### src/rtl/uart_tx_arbiter.sv
// Round-robin packet arbiter sharing one UART byte transmitter among NUM_REQ sources.
// Grants are held for a whole packet; granted bytes pass through a one-entry output register.
module uart_tx_arbiter #(
    parameter int unsigned NUM_REQ     = 4,
    parameter int unsigned MAX_PKT_LEN = 16
) (
    input  logic                       clk,
    input  logic                       rst_n,
    input  logic [NUM_REQ-1:0]         req_valid,
    input  logic [NUM_REQ*8-1:0]       req_data,
    input  logic [NUM_REQ-1:0]         req_last,
    output logic [NUM_REQ-1:0]         req_ready,
    output logic                       tx_valid,
    output logic [7:0]                 tx_data,
    input  logic                       tx_ready,
    output logic [$clog2(NUM_REQ)-1:0] grant_id,
    output logic                       busy,
    output logic                       trunc_err
);

    localparam int unsigned GW = $clog2(NUM_REQ);

    typedef enum logic [1:0] {
        IDLE,
        XFER,
        DRAIN
    } state_t;

    state_t          state;
    state_t          state_next;
    logic [GW-1:0]   last_grant;
    logic [GW-1:0]   winner;
    logic [GW-1:0]   cand;
    logic            found;
    logic            can_take;
    logic            accept;
    logic            hit_max;
    logic            drain_done;
    logic [7:0]      cur_data;
    logic [7:0]      byte_cnt;
    logic [7:0]      cnt_inc;

    // First valid requester after last_grant, wrapping modulo NUM_REQ.
    always_comb begin
        winner = last_grant;
        found  = 1'b0;
        cand   = '0;
        for (int unsigned i = 1; i <= NUM_REQ; i++) begin
            cand = GW'((32'(last_grant) + i) % NUM_REQ);
            if (!found && req_valid[cand]) begin
                found  = 1'b1;
                winner = cand;
            end
        end
    end

    assign cur_data   = req_data[{grant_id, 3'b000} +: 8];
    assign cnt_inc    = byte_cnt + 8'd1;
    assign drain_done = !tx_valid || tx_ready;
    assign busy       = (state != IDLE);

    always_ff @(posedge clk) begin
        if (!rst_n) begin
            state <= IDLE;
        end else begin
            state <= state_next;
        end
    end

    always_comb begin
        state_next = state;
        req_ready  = '0;
        can_take   = 1'b0;
        accept     = 1'b0;
        hit_max    = 1'b0;
        unique case (state)
            IDLE: begin
                if (found) begin
                    state_next = XFER;
                end
            end
            XFER: begin
                can_take            = !tx_valid || tx_ready;
                req_ready[grant_id] = can_take;
                accept              = can_take && req_valid[grant_id];
                if (accept) begin
                    if (req_last[grant_id]) begin
                        state_next = DRAIN;
                    end else if (cnt_inc == 8'(MAX_PKT_LEN)) begin
                        hit_max    = 1'b1;
                        state_next = DRAIN;
                    end
                end
            end
            DRAIN: begin
                if (drain_done) begin
                    state_next = IDLE;
                end
            end
            default: state_next = IDLE;
        endcase
    end

    always_ff @(posedge clk) begin
        if (!rst_n) begin
            tx_valid   <= 1'b0;
            tx_data    <= '0;
            byte_cnt   <= '0;
            grant_id   <= '0;
            last_grant <= GW'(NUM_REQ - 1);
            trunc_err  <= 1'b0;
        end else begin
            trunc_err <= hit_max;
            unique case (state)
                IDLE: begin
                    if (found) begin
                        grant_id <= winner;
                        byte_cnt <= '0;
                    end
                end
                XFER: begin
                    // A new byte may land in the same cycle the old one leaves.
                    if (accept) begin
                        tx_data  <= cur_data;
                        tx_valid <= 1'b1;
                        byte_cnt <= cnt_inc;
                    end else if (tx_valid && tx_ready) begin
                        tx_valid <= 1'b0;
                    end
                end
                DRAIN: begin
                    if (drain_done) begin
                        tx_valid   <= 1'b0;
                        last_grant <= grant_id;
                    end
                end
                default: ;
            endcase
        end
    end

endmodule

### config.mk
export PLATFORM = sky130hd
export DESIGN_NAME = uart_tx_arbiter
export DESIGN_NICKNAME = d
export VERILOG_FILES = /design/src/rtl/uart_tx_arbiter.sv
export SDC_FILE = /design/constraint.sdc
export NUM_CORES = 1
export LEC_CHECK = 0
export ABC_CLOCK_PERIOD_IN_PS = 4250
export BUFFER_PORTS_ARGS = -buffer_cell sky130_fd_sc_hd__buf_4
export CELL_PAD_IN_SITES_DETAIL_PLACEMENT = 2
export CELL_PAD_IN_SITES_GLOBAL_PLACEMENT = 2
export CORE_MARGIN = 10
export CORE_UTILIZATION = 28
export DETAILED_ROUTE_END_ITERATION = 16
export PLACE_DENSITY = 0.9
export SLEW_MARGIN = 20
export SYNTH_ARGS = -nofsm -noshare
export SYNTH_HDL_FRONTEND = slang
export SYNTH_SLANG_ARGS = --single-unit
### constraint.sdc
create_clock -name clk -period 4.25 [get_ports clk]
set_clock_uncertainty 0.1 [all_clocks]
set_input_delay 1.275 -clock clk [delete_from_list [all_inputs] [get_ports clk]]
set_output_delay 1.275 -clock clk [all_outputs]
set_load 0.005 [all_outputs]
# Yosys cells after proc, flatten, opt, wreduce, memory -nomap -nowiden
# Index checks and enable logic that the tools add are counted.
[classes]
eq_ne = 9
muxes = 38
addsub = 5
bitwise_logic = 4
n_shift = 1
order_cmp = 6
reduce_logical = 22
[op_table]
columns = ["cell", "n"]
rows = [
  ["$shiftx A32 B6 Y8", 1],
  ["$mux W2", 9],
  ["$mux W1", 16],
  ["$mux W8", 2],
  ["$pmux W8 S2", 1],
  ["$lt A2 B3 Y1 const B", 5],
  ["$bmux W1 S2", 6],
  ["$add A8 B1 Y8 const B", 1],
  ["$eq A8 B5 Y1 const B", 1],
  ["$ne A2 B2 Y1 const B", 4],
  ["$logic_and A1 B1 Y1", 6],
  ["$ne A3 B3 Y1 const B", 2],
  ["$pmux W2 S3", 1],
  ["$reduce_and A2 Y1", 3],
  ["$reduce_and A3 Y1", 2],
  ["$reduce_bool A2 Y1", 3],
  ["$add A2 B1 Y2 const B", 2],
  ["$add A2 B2 Y2 const B", 2],
  ["$and A4 B4 Y4", 1],
  ["$logic_not A1 Y1", 4],
  ["$mux W4", 1],
  ["$reduce_and A4 Y1", 1],
  ["$reduce_or A4 Y1", 1],
  ["$not A1 Y1", 3],
  ["7 further kinds", 7],
]
[word_totals]
out_inout_bits = 17
reg_bits = 24
in_bits = 43
elab_cells = 92

# Longest topological paths before layout
# Gate-level depths: netlist of the first run.
[logic_depth]
word_depth = 15
mapped_depth = 7
depth_no_buf = 6

# Worst setup path after synthesis of the first run
# No wires, ideal clock.
[synth_timing]
kind = "input port to output port"
from = "input tx_ready"
to = "output req_ready[1]"
path_stages = 3
setup_slack_ns = 1.064
arrival_time_ns = 1.811
required_time_ns = 2.875
n_path_buf = 0
path_cell_list = "nand2b_1 -> nand2_1 -> nor3b_1"
[synth_via]
elab_chain_len = 3
[synth_lines]
columns = ["element", "line_no", "source"]
rows = [
  ["from (decl)", "15", "input logic tx_ready,"],
  ["$logic_or A1 B1 Y1", "83", "can_take = !tx_valid || tx_ready;"],
  ["$and A4 B4 Y4 (no line)", "-", ""],
  ["$mux W4", "76", "unique case (state)"],
  ["to (decl)", "12", "output logic [NUM_REQ-1:0] req_ready,"],
]
# No other way between the ends.

# Worst setup path in the final report of the first run
# Ends and elaborated chain as after synthesis.

==> results of run 1 <==
==> registers in the layout, indices dropped and copies added, names as in the netlist <==
signal	cells
byte_cnt	8
tx_data	8
trunc_err	1
tx_valid	1
last_grant	2
grant_id	2
state	2
==> worst reg2reg max path: cells and delay by family (launching register included) <==
family          cells  cell delay [ns]
compound gates      1             0.16
flops               1             0.83
mux                 1             0.44
simple gates        2             0.85
==> logic make-up (layout without fill, tap and decap cells) <==
logic type      after synthesis  after routing  share of synthesized area (%)
buf+inv                      14             69                           4.94
simple gates                 78             78                           27.6
compound gates               37             37                           15.8
fa+ha+maj                     1              1                          0.866
mux                          14             14                           17.6
flops                        24             24                           33.3
other cells                   0              1                              0
==> cells in the final DEF, fill, tap and decap left out, drive strengths merged <==
cell type	instances
nand2	31
nand4	1
inv	5
nor3b	3
a2bb2oi	1
a21boi	1
o21ai	5
nand3b	1
dfxtp	24
or3	3
o211a	1
nor2	13
mux2i	4
nand2b	3
and3	4
nand3	9
clkbuf	4
and4	1
and2	1
a31oi	2
nor4	1
nor3	6
o22ai	2
o2111ai	1
ha	1
nor2b	1
mux4	9
diode	1
a211oi	3
o21a	1
mux2	1
o221ai	1
buf	60
a21oi	18
o32ai	1
==> power by group <==
group          switching [W]  internal (W)  total, W
sequential         0.0000381      0.000249  0.000287
clock              0.0000863     0.0000832  0.000170
combinational       0.000147      0.000139  0.000287
==> per-stage QoR <==
step / setup WS (ns) / power, W
floorplan: 1.06 / 0.000459
global placement: 0.815 / 0.000565
detailed placement: 0.761 / 0.000581
CTS: 0.753 / 0.000755
global route: 0.652 / 0.000790
finish: 0.766 / 0.000744
==> area by class of cell <==
class	instances	area, um2
inverters	5	18.8
fillers	586	3060
flip-flops and latches	24	480
clock buffers	4	55.1
multi-input cells	130	892
repair buffers	60	450
well taps	70	87.6
diodes	1	2.50
==> worst max path at each step <==
stage | end | slack (ns) | depth (start not counted)
2_1_floorplan | req_ready[1] | 1.06 | 3
3_3_place_gp | req_ready[1] | 0.82 | 5
3_5_place_dp | req_ready[1] | 0.76 | 5
4_1_cts | req_ready[1] | 0.75 | 5
5_1_grt | req_ready[2] | 0.65 | 5
6_report | req_ready[1] | 0.77 | 5
==> layer usage <==
metal,track usage (%),up-vias,part of all wire [%]
li1,-,720,-
met1,15.7,749,41
met2,24.0,30,54
met3,3.34,9,3.4
met4,5.66,0,2.3
met5,0,-,0
==> metrics.md, run 1 <==
| Metric | Value |
|---|---|
| Most common cell in the netlist | `nand2_1` |
| Fin. max-slew vios | `0` |
| Worst EP required | `2.87 ns` |
| Area post-placement | `1930 um2` |
| CTS Buf Count | `3` |
| Syn Nets | `212` |
| Final Net Count | `268` |
| Clk Latency, worst-skew pair | `0.28 ns` |
| Placer Congestion | `0.750` |
| CTS tree | `yes` |
| Post-Route WL | `5.90 mm` |
| #FFs+latches synth | `24` |
| Layout cells sized above 1 | `35.4%` |
| Post-CTS Resized | `0` |
| Ports | `60` |
| CTS root buf | `clkbuf_8` |
| # setup viols final | `0` |
| Area grow syn2layout | `37.6%` |
| Drt drc | `0` |
| Tcrit/Tclk final | `82.0%` |
| Worst r2r path cells | `4` |
| Synthesis Warnings | `0` |
| Share of flip-flops with an asynchronous set or reset | `0%` |
| DR WL/cell | `20.1 um` |
| GRT Residual Overflow | `0` |
| Slew headroom | `48.5%` |
| FF-to-FF End | `byte_cnt[6]` |
| Leakage | `0.833 nW` |
| Max VDD drop | `174 uV` |
| Slowest cell on crit path | `nand2b_1` |
| Arrival time at the worst endpoint | `2.11 ns` |
| Setup crit end kind | `output pin` |
| Hold-critical path depth | `2` |
| Setup TNS Final | `0 ns` |
| Die height | `91.8 um` |
| Post-synth cell types | `42` |
| DR iter-0 viols | `67` |
| Post-DP HPWL | `4.52 mm` |
| CTS sink cnt | `24` |
| Postcts setup bufs | `0` |
| Critical Path, Cell by Cell | `buf_4, nand2b_1, nand2_1, nor3b_1, buf_4` |
| Largest net degree at the start of global routing | `19` |
| Post-synth EDFFs | `0` |
| Antenna violations before repair | `1` |
| Syn Std Cell Area | `1440 um2` |
| Routed Antenna Nets | `0` |
| Fin area | `1990 um2` |
| Reg2Reg Launch Point | `grant_id[1]` |
| Post-Synthesis Cells | `168` |
| Min Hold Slack | `0.361 ns` |
| Worst setup path start | `tx_ready` |
| Hold buffers post-CTS | `0` |
| H-tree lvl count | `1` |
| Seq/Total Area, Yosys | `33.3%` |
| Crit-path leading delay family | `simple AND/OR/NAND/NOR gates` |
| Drt pass-1 iters | `4` |
| Startpoint Class | `input pin` |
| CP peak stage delay | `0.24 ns` |
| Max-Cap Viols | `0` |
| Cell taking the most area after synthesis | `dfxtp_1` |
| Synth area leaders | `dfxtp_1 (33%), mux4_2 (14%), nand2_1 (8.1%)` |
| Hold wc startpoint | `tx_data[3]` |
| GRT Overall Usage | `13.8%` |
| Tmin final | `3.48 ns` |
| Ys flop type | `dfxtp_1` |
| CP bufs+invs | `2` |
| Reg-to-reg slack, setup | `1.79 ns` |
| Finished Core Util | `39.4%` |
| Die Area | `8430 um2` |
| CP Max Fanout | `7` |
| # port buffers | `59` |
| Clock Pin Slew Worst Setup and Hold Paths | `0.09 ns` |
| Status | `finished, final reports clean` |
| Vias | `1508` |
| Achievable Freq | `287 MHz` |
| Post-synth top cells | `nand2_1 (31), dfxtp_1 (24), a21oi_1 (18)` |
| Avg Cell Area, Syn | `8.59 um2` |
| Clk buf depth | `2` |
| Yosys top cell area share | `33.3%` |
| Core Region | `5040 um2` |
| Worst hold path class | `reg -> reg` |
| RSZ-0062 raised after global routing | `false` |
| Placed cells | `289` |
| Final hold vios | `0` |
| Starting Density | `28.6%` |
| First-pass GRT wire length | `9.34 mm` |
| CP Class | `in -> out` |
| Hold path endpoint | `tx_data[3]` |
| Rows | `26` |
| Critical Path Most Common Cell | `buf_4` |
| Vias/cell | `5.13` |
| Non-filler cells in the finished layout | `294` |
| Number of global-route vias before repair | `1683` |
| Die W | `91.8 um` |
| Worst Tran Pin Value | `0.771 ns` |
| Pwr Density | `374 nW/um2` |
No activity file was read; power rests on OpenSTA's default activity.
==> inputs of run 2 (changes only) <==
- ABC_CLOCK_PERIOD_IN_PS: 4250 -> 3050
- CORE_UTILIZATION: 28 -> 24
- PLACE_DENSITY: 0.9 -> 0.83
- clock period: 4.25 -> 3.05 ns (I/O delays scaled with it)
==> run 2 against run 1 <==
Register-to-register slack worse by 0.94 ns. Largest power group is now combinational logic. Sequential cell count unchanged. Sequential share of layout area about the same. Worst setup slack worse by 0.51 ns. Largest cell class unchanged. Critical path type unchanged. Cell area down 0.13%. Die area up 13%. Combinational power up 39%. Wire length down 9.3%. Cell count up 1.4%. Via count down 0.46%. Critical path depth unchanged. Global-route usage down 2.5 points.
==> metrics.md, run 2 (synthesis results as in run 1) <==
| Metric | Value |
|---|---|
| DR WL/cell | `18.0 um (-11%)` |
| Setup crit end kind | `output pin` |
| Post-Route WL | `5.35 mm (-9.3%)` |
| Largest net degree at the start of global routing | `19 (unchanged)` |
| Tmin final | `2.79 ns` |
| Drt pass-1 iters | `4 (unchanged)` |
| Clk buf depth | `2 (unchanged)` |
| Drt drc | `0 (unchanged)` |
| Reg2Reg Launch Point | `state[0]` |
| Diode count | `0 (-1)` |
| Antenna violations before repair | `0 (-1)` |
| # setup viols final | `0 (unchanged)` |
| Max-Cap Viols | `0 (unchanged)` |
| Die height | `97.6 um (+6.3%)` |
| First-pass GRT wire length | `8.90 mm (-4.7%)` |
| Critical Path, Cell by Cell | `buf_4, nand2b_1, nand2_1, nor3b_1, buf_4` |
| Switching pwr | `0.000352 W (+29%)` |
| Worst Tran Pin Value | `0.770 ns (-0.00142 ns)` |
| Commonest non-fill, non-tap cell in the layout | `buf_4` |
| Register area | `480 um2 (unchanged)` |
| Ports | `60 (unchanged)` |
| Final Power | `0.000983 W (+32%)` |
| GRT Residual Overflow | `0 (unchanged)` |
| Die W | `97.6 um (+6.3%)` |
| RSZ-0062 raised after global routing | `false` |
| Worst r2r path cells | `4 (unchanged)` |
| Switching part of the total | `35.8% (-0.77 points)` |
| CP Max Fanout | `7 (unchanged)` |
| Critical Path Most Common Cell | `buf_4` |
| Wl on met1 | `2.23 mm (-7.1%)` |
| Hold buffers post-CTS | `0 (unchanged)` |
| Int Pwr | `0.000631 W (+34%)` |
| Placer Congestion | `0.767 (+2.2%)` |
| Routed Antenna Nets | `0 (unchanged)` |
| # fillers | `695 (+19%)` |
| CP Class | `in -> out` |
| Clock Pin Slew Worst Setup and Hold Paths | `0.08 ns (about the same)` |
| Hold path endpoint | `tx_data[3]` |
| WL met3 | `191 um (-4.0%)` |
| Layout cells sized above 1 | `35.4% (unchanged)` |
| Final Net Count | `269 (+0.37%)` |
| Rows | `28 (+7.7%)` |
| # port buffers | `59 (unchanged)` |
| Hold-critical path depth | `2 (unchanged)` |
| Placed cells | `295 (+2.1%)` |
| Starting Density | `24.5% (-4.1 points)` |
| Slowest cell on crit path | `nand2b_1` |
| Crit-path leading delay family | `simple AND/OR/NAND/NOR gates` |
| Reg-to-reg slack, setup | `0.85 ns (-0.94 ns)` |
| Sequential share of power | `39.9% (+1.3 points)` |
| Achievable Freq | `358 MHz` |
| CTS Buf Count | `3 (unchanged)` |
| Startpoint Class | `input pin` |
| Area grow syn2layout | `37.4%` |
| Vias/cell | `5.04 (-1.8%)` |
| Slew headroom | `48.3% (-0.23 points)` |
| Top flop regs | `byte_cnt (8), tx_data (8)` |
| FF-to-FF End | `byte_cnt[6]` |
| WP depth | `5 (unchanged)` |
| Leakage | `0.832 nW (-0.22%)` |
| Postcts setup bufs | `0 (unchanged)` |
| Fin. max-slew vios | `0 (unchanged)` |
| CTS tree | `yes` |
| Worst hold path class | `reg -> reg` |
| Worst EP required | `2.03 ns (-0.84 ns)` |
| Post-CTS Resized | `0 (unchanged)` |
| Post-DP HPWL | `4.24 mm (-6.3%)` |
| Setup TNS Final | `0 ns (unchanged)` |
| CP bufs+invs | `2 (unchanged)` |
| GRT Overall Usage | `11.2% (-2.5 points)` |
| Hold wc startpoint | `tx_data[3]` |
| Max Used Layer | `met4` |
| CTS root buf | `clkbuf_8` |
| CP peak stage delay | `0.26 ns (+0.02 ns)` |
| DR iter-0 viols | `38 (-43%)` |
| Highest-count cells in the layout ignoring fill and taps | `buf_4 (61), nand2_1 (31), dfxtp_1 (24)` |
| H-tree lvl count | `1 (unchanged)` |
| CTS sink cnt | `24 (unchanged)` |
| Status | `finished, final reports clean` |
| Max VDD drop | `297 uV (+71%)` |
| Met2 wire length | `2.87 mm (-9.6%)` |
| Clk Latency, worst-skew pair | `0.27 ns (about the same)` |
| Finished Core Util | `33.7% (-5.7 points)` |
| Comb power frac | `40.6% (+2.0 points)` |
| Die Area | `9520 um2 (+13%)` |
| Core Region | `5890 um2 (+17%)` |
| Share of power burned in the clock network | `19.5% (-3.3 points)` |
| Number of global-route vias before repair | `1658 (-1.5%)` |
| Non-filler cells in the finished layout | `298 (+1.4%)` |
| Pwr Density | `495 nW/um2 (+32%)` |
| Multi-input logic area | `892 um2 (unchanged)` |
| Vias | `1501 (-0.46%)` |
| Arrival time at the worst endpoint | `1.78 ns (-0.33 ns)` |
| Final hold vios | `0 (unchanged)` |
| Tcrit/Tclk final | `91.5%` |
==> run 2: cell type report <==
class                      instances  share of cell area, %
clock buffer                       3                   2.08
inverter                           5                  0.946
multi-input combinational        130                   45.0
sequential                        24                   24.2
tap                               75                   4.73
timing repair buffer              61                   23.1
==> run 2: per-layer routing <==
layer	up-vias	GRT usage, %
met5	-	0
met3	6	2.63
met4	0	3.24
met1	745	12.8
li1	718	-
met2	32	20.2
==> run 2: power groups by stage <==
stage / clock, W / combinational (W) / sequential [W]
final: 0.000192 / 0.000399 / 0.000392
after CTS: 0.000198 / 0.000410 / 0.000393
after global routing: 0.000214 / 0.000446 / 0.000401
after global placement: 0 / 0.000392 / 0.000397
after detailed placement: 0 / 0.000406 / 0.000400
after floorplan: 0 / 0.000258 / 0.000382
==> run 2: metrics by stage <==
step	worst slack [ns]	cell area, um2	hold slack, ns
after detailed placement	0.258	1940	0.361
final	0.259	1980	0.365
after floorplan	0.584	1440	0.353
after global placement	0.267	1940	0.342
after global routing	0.109	1980	0.389
after CTS	0.243	1980	0.374
==> run 2: tightest hold or removal path: stages (launching register included) <==
cell     delay [ns]
dfxtp_1        0.32
nand2_1        0.05
a21oi_1        0.05
==> run 2: how the worst max path moves through the flow <==
stage	startpoint	end	slack, ns
global route	tx_ready	req_ready[1]	0.11
global placement	tx_ready	req_ready[1]	0.27
finish	tx_ready	req_ready[1]	0.26
floorplan	tx_ready	req_ready[1]	0.58
CTS	tx_ready	req_ready[2]	0.24
detailed placement	tx_ready	req_ready[2]	0.26
==> inputs of run 3 (changes only) <==
==> constraint.sdc (replaced) <==
create_clock -name clk -period 3.05 [get_ports clk]
set_clock_uncertainty 0.1 [all_clocks]
set_input_delay 0 -clock clk [delete_from_list [all_inputs] [get_ports clk]]
set_output_delay 0 -clock clk [all_outputs]
set_load 0.005 [all_outputs]
==> run 3 against run 2 <==
Combinational power about the same. Largest power group unchanged. Sequential share of layout area down 0.41 points. Highest routed layer unchanged. First-iteration DRC count up 18%. Sequential power down 1%. Critical endpoint is now byte_cnt[6].
==> metrics.md, run 3 (synthesis results as in run 1) <==
| Metric | Value |
|---|---|
| Tcrit/Tclk final | `66.8% (-25 points)` |
| CP Class | `reg -> reg` |
| Die Area | `9520 um2 (unchanged)` |
| Area post-placement | `1940 um2 (unchanged)` |
| Non-filler cells in the finished layout | `301 (+1.0%)` |
| DR iter-0 viols | `45 (+18%)` |
| Worst EP required | `3.14 ns (+1.11 ns)` |
| Vias | `1503 (+0.13%)` |
| Clk buf depth | `2 (unchanged)` |
| Vias/cell | `4.99 (-0.86%)` |
| # port buffers | `59 (unchanged)` |
| Status | `finished, final reports clean` |
| Fin. max-slew vios | `0 (unchanged)` |
| Switching part of the total | `34.6% (-1.1 points)` |
| Startpoint Class | `register` |
| CP Max Fanout | `18 (+11)` |
| Largest net degree at the start of global routing | `19 (unchanged)` |
| Number of global-route vias before repair | `1624 (-2.1%)` |
| Final Net Count | `271 (+0.74%)` |
| Routed Antenna Nets | `0 (unchanged)` |
| Area grow syn2layout | `39.8%` |
| Fin area | `2020 um2 (+1.7%)` |
| Drt pass-1 iters | `4 (unchanged)` |
| Top flop regs | `byte_cnt (8), tx_data (8)` |
| Reg-to-reg slack, setup | `1.01 ns (+0.16 ns)` |
| Layout cells sized above 1 | `35.4% (about the same)` |
| Max VDD drop | `252 uV (-15%)` |
| CTS sink cnt | `24 (unchanged)` |
| Final hold vios | `0 (unchanged)` |
| Worst hold path class | `in -> reg` |
| Setup crit end kind | `register` |
| Setup TNS Final | `0 ns (unchanged)` |
| Share of power burned in the clock network | `21.9% (+2.4 points)` |
| Commonest non-fill, non-tap cell in the layout | `buf_4` |
| Final Power | `0.00101 W (+2.7%)` |
| Comb power frac | `39.6% (-1.0 points)` |
| Antenna violations before repair | `0 (unchanged)` |
| # setup viols final | `0 (unchanged)` |
| CTS root buf | `clkbuf_8` |
| Slew headroom | `49.8% (+1.5 points)` |
| CTS Buf Count | `3 (unchanged)` |
| Diode count | `0 (unchanged)` |
| Worst setup margin | `1.01 ns (+0.754 ns)` |
| Rows | `28 (unchanged)` |
| Post-Route WL | `5.17 mm (-3.4%)` |
| Die W | `97.6 um (unchanged)` |
| Switching pwr | `0.000350 W (-0.55%)` |
| Starting Density | `24.5% (unchanged)` |
| Ports | `60 (unchanged)` |
| Tmin final | `2.04 ns (-0.754 ns)` |
| GRT Residual Overflow | `0 (unchanged)` |
| Max-Cap Viols | `0 (unchanged)` |
| Post-Place Worst Slack | `1.04 ns (+0.784 ns)` |
| Placer Congestion | `0.787 (+2.6%)` |
| DR WL/cell | `17.2 um (-4.4%)` |
| Highest-count cells in the layout ignoring fill and taps | `buf_4 (61), nand2_1 (31), dfxtp_1 (24)` |
| RSZ-0062 raised after global routing | `false` |
| Arrival time at the worst endpoint | `2.13 ns (+0.35 ns)` |
| Pwr Density | `500 nW/um2 (+0.99%)` |
| Post-DP HPWL | `4.07 mm (-3.9%)` |
| Worst Tran Pin Value | `0.748 ns (-0.0220 ns)` |
| Sequential share of power | `38.5% (-1.4 points)` |
| Die height | `97.6 um (unchanged)` |
| Achievable Freq | `491 MHz (+37%)` |
| Clk Latency, worst-skew pair | `0.27 ns (about the same)` |
| Core Region | `5890 um2 (unchanged)` |
| Int Pwr | `0.000660 W (+4.5%)` |
| CTS tree | `yes` |
| GRT Overall Usage | `10.8% (-0.46 points)` |
| Clock Pin Slew Worst Setup and Hold Paths | `0.09 ns (about the same)` |
| H-tree lvl count | `1 (unchanged)` |
| Leakage | `0.847 nW (+1.9%)` |
| Drt drc | `0 (unchanged)` |
| Placed cells | `295 (unchanged)` |
| First-pass GRT wire length | `8.57 mm (-3.7%)` |
run 3: changes by cell type in the layout (fill, tap and decap cells not counted):
cell | previous run | this run
clkbuf_8 | 3 | 4
dlygate4sd3_1 | 0 | 2
run 3: final timing paths:
path	depth (start not counted)	endpoint	start
worst max-delay path	4	byte_cnt[6]	state[0]
worst min-delay path	3	grant_id[1]	req_valid[2]
worst max register to register	4	byte_cnt[6]	state[0]
worst min register to register	2	tx_data[4]	tx_data[4]
run 3: stage by stage:
stage                     util, %  hold WS [ns]
after floorplan                 -         0.134
after global placement       33.0         0.158
after detailed placement     33.0         0.159
after CTS                    34.3       0.00552
after global routing         34.3        0.0585
final                        34.3       0.00535
run 3: critical path: stages, from the launching register on:
cell	delay [ns]
dfxtp_1	0.47
nor2b_1	0.36
nand3_2	0.40
or3_1	0.46
a31oi_1	0.17
run 3: layer usage:
metal,global-route usage [%],wire [um]
met1,12.1,2080
met2,19.7,2850
met3,2.20,193
met4,3.02,48
met5,0,0
run 3: power groups by stage:
stage,combinational (W),sequential [W],clock (W)
3_3_place_gp,0.000398,0.000391,0
5_1_grt,0.000447,0.000397,0.000247
6_report,0.000400,0.000388,0.000221
3_5_place_dp,0.000406,0.000395,0
4_1_cts,0.000413,0.000389,0.000233
2_1_floorplan,0.000258,0.000382,0
run 3: area by class of cell:
| cell class | instances | area, um2 |
|---|---|---|
| fillers | 699 | 3870 |
| multi-input cells | 130 | 892 |
| flip-flops and latches | 24 | 480 |
| repair buffers | 63 | 478 |
| well taps | 75 | 93.8 |
| clock buffers | 4 | 55.1 |
| inverters | 5 | 18.8 |
run 3: repair_timing:
item                                   4_1_cts  5_1_grt
endpoints found under the hold margin       10        0
buffers inserted                             0        0
resized for setup                            0        0
hold buffers                                 2        0
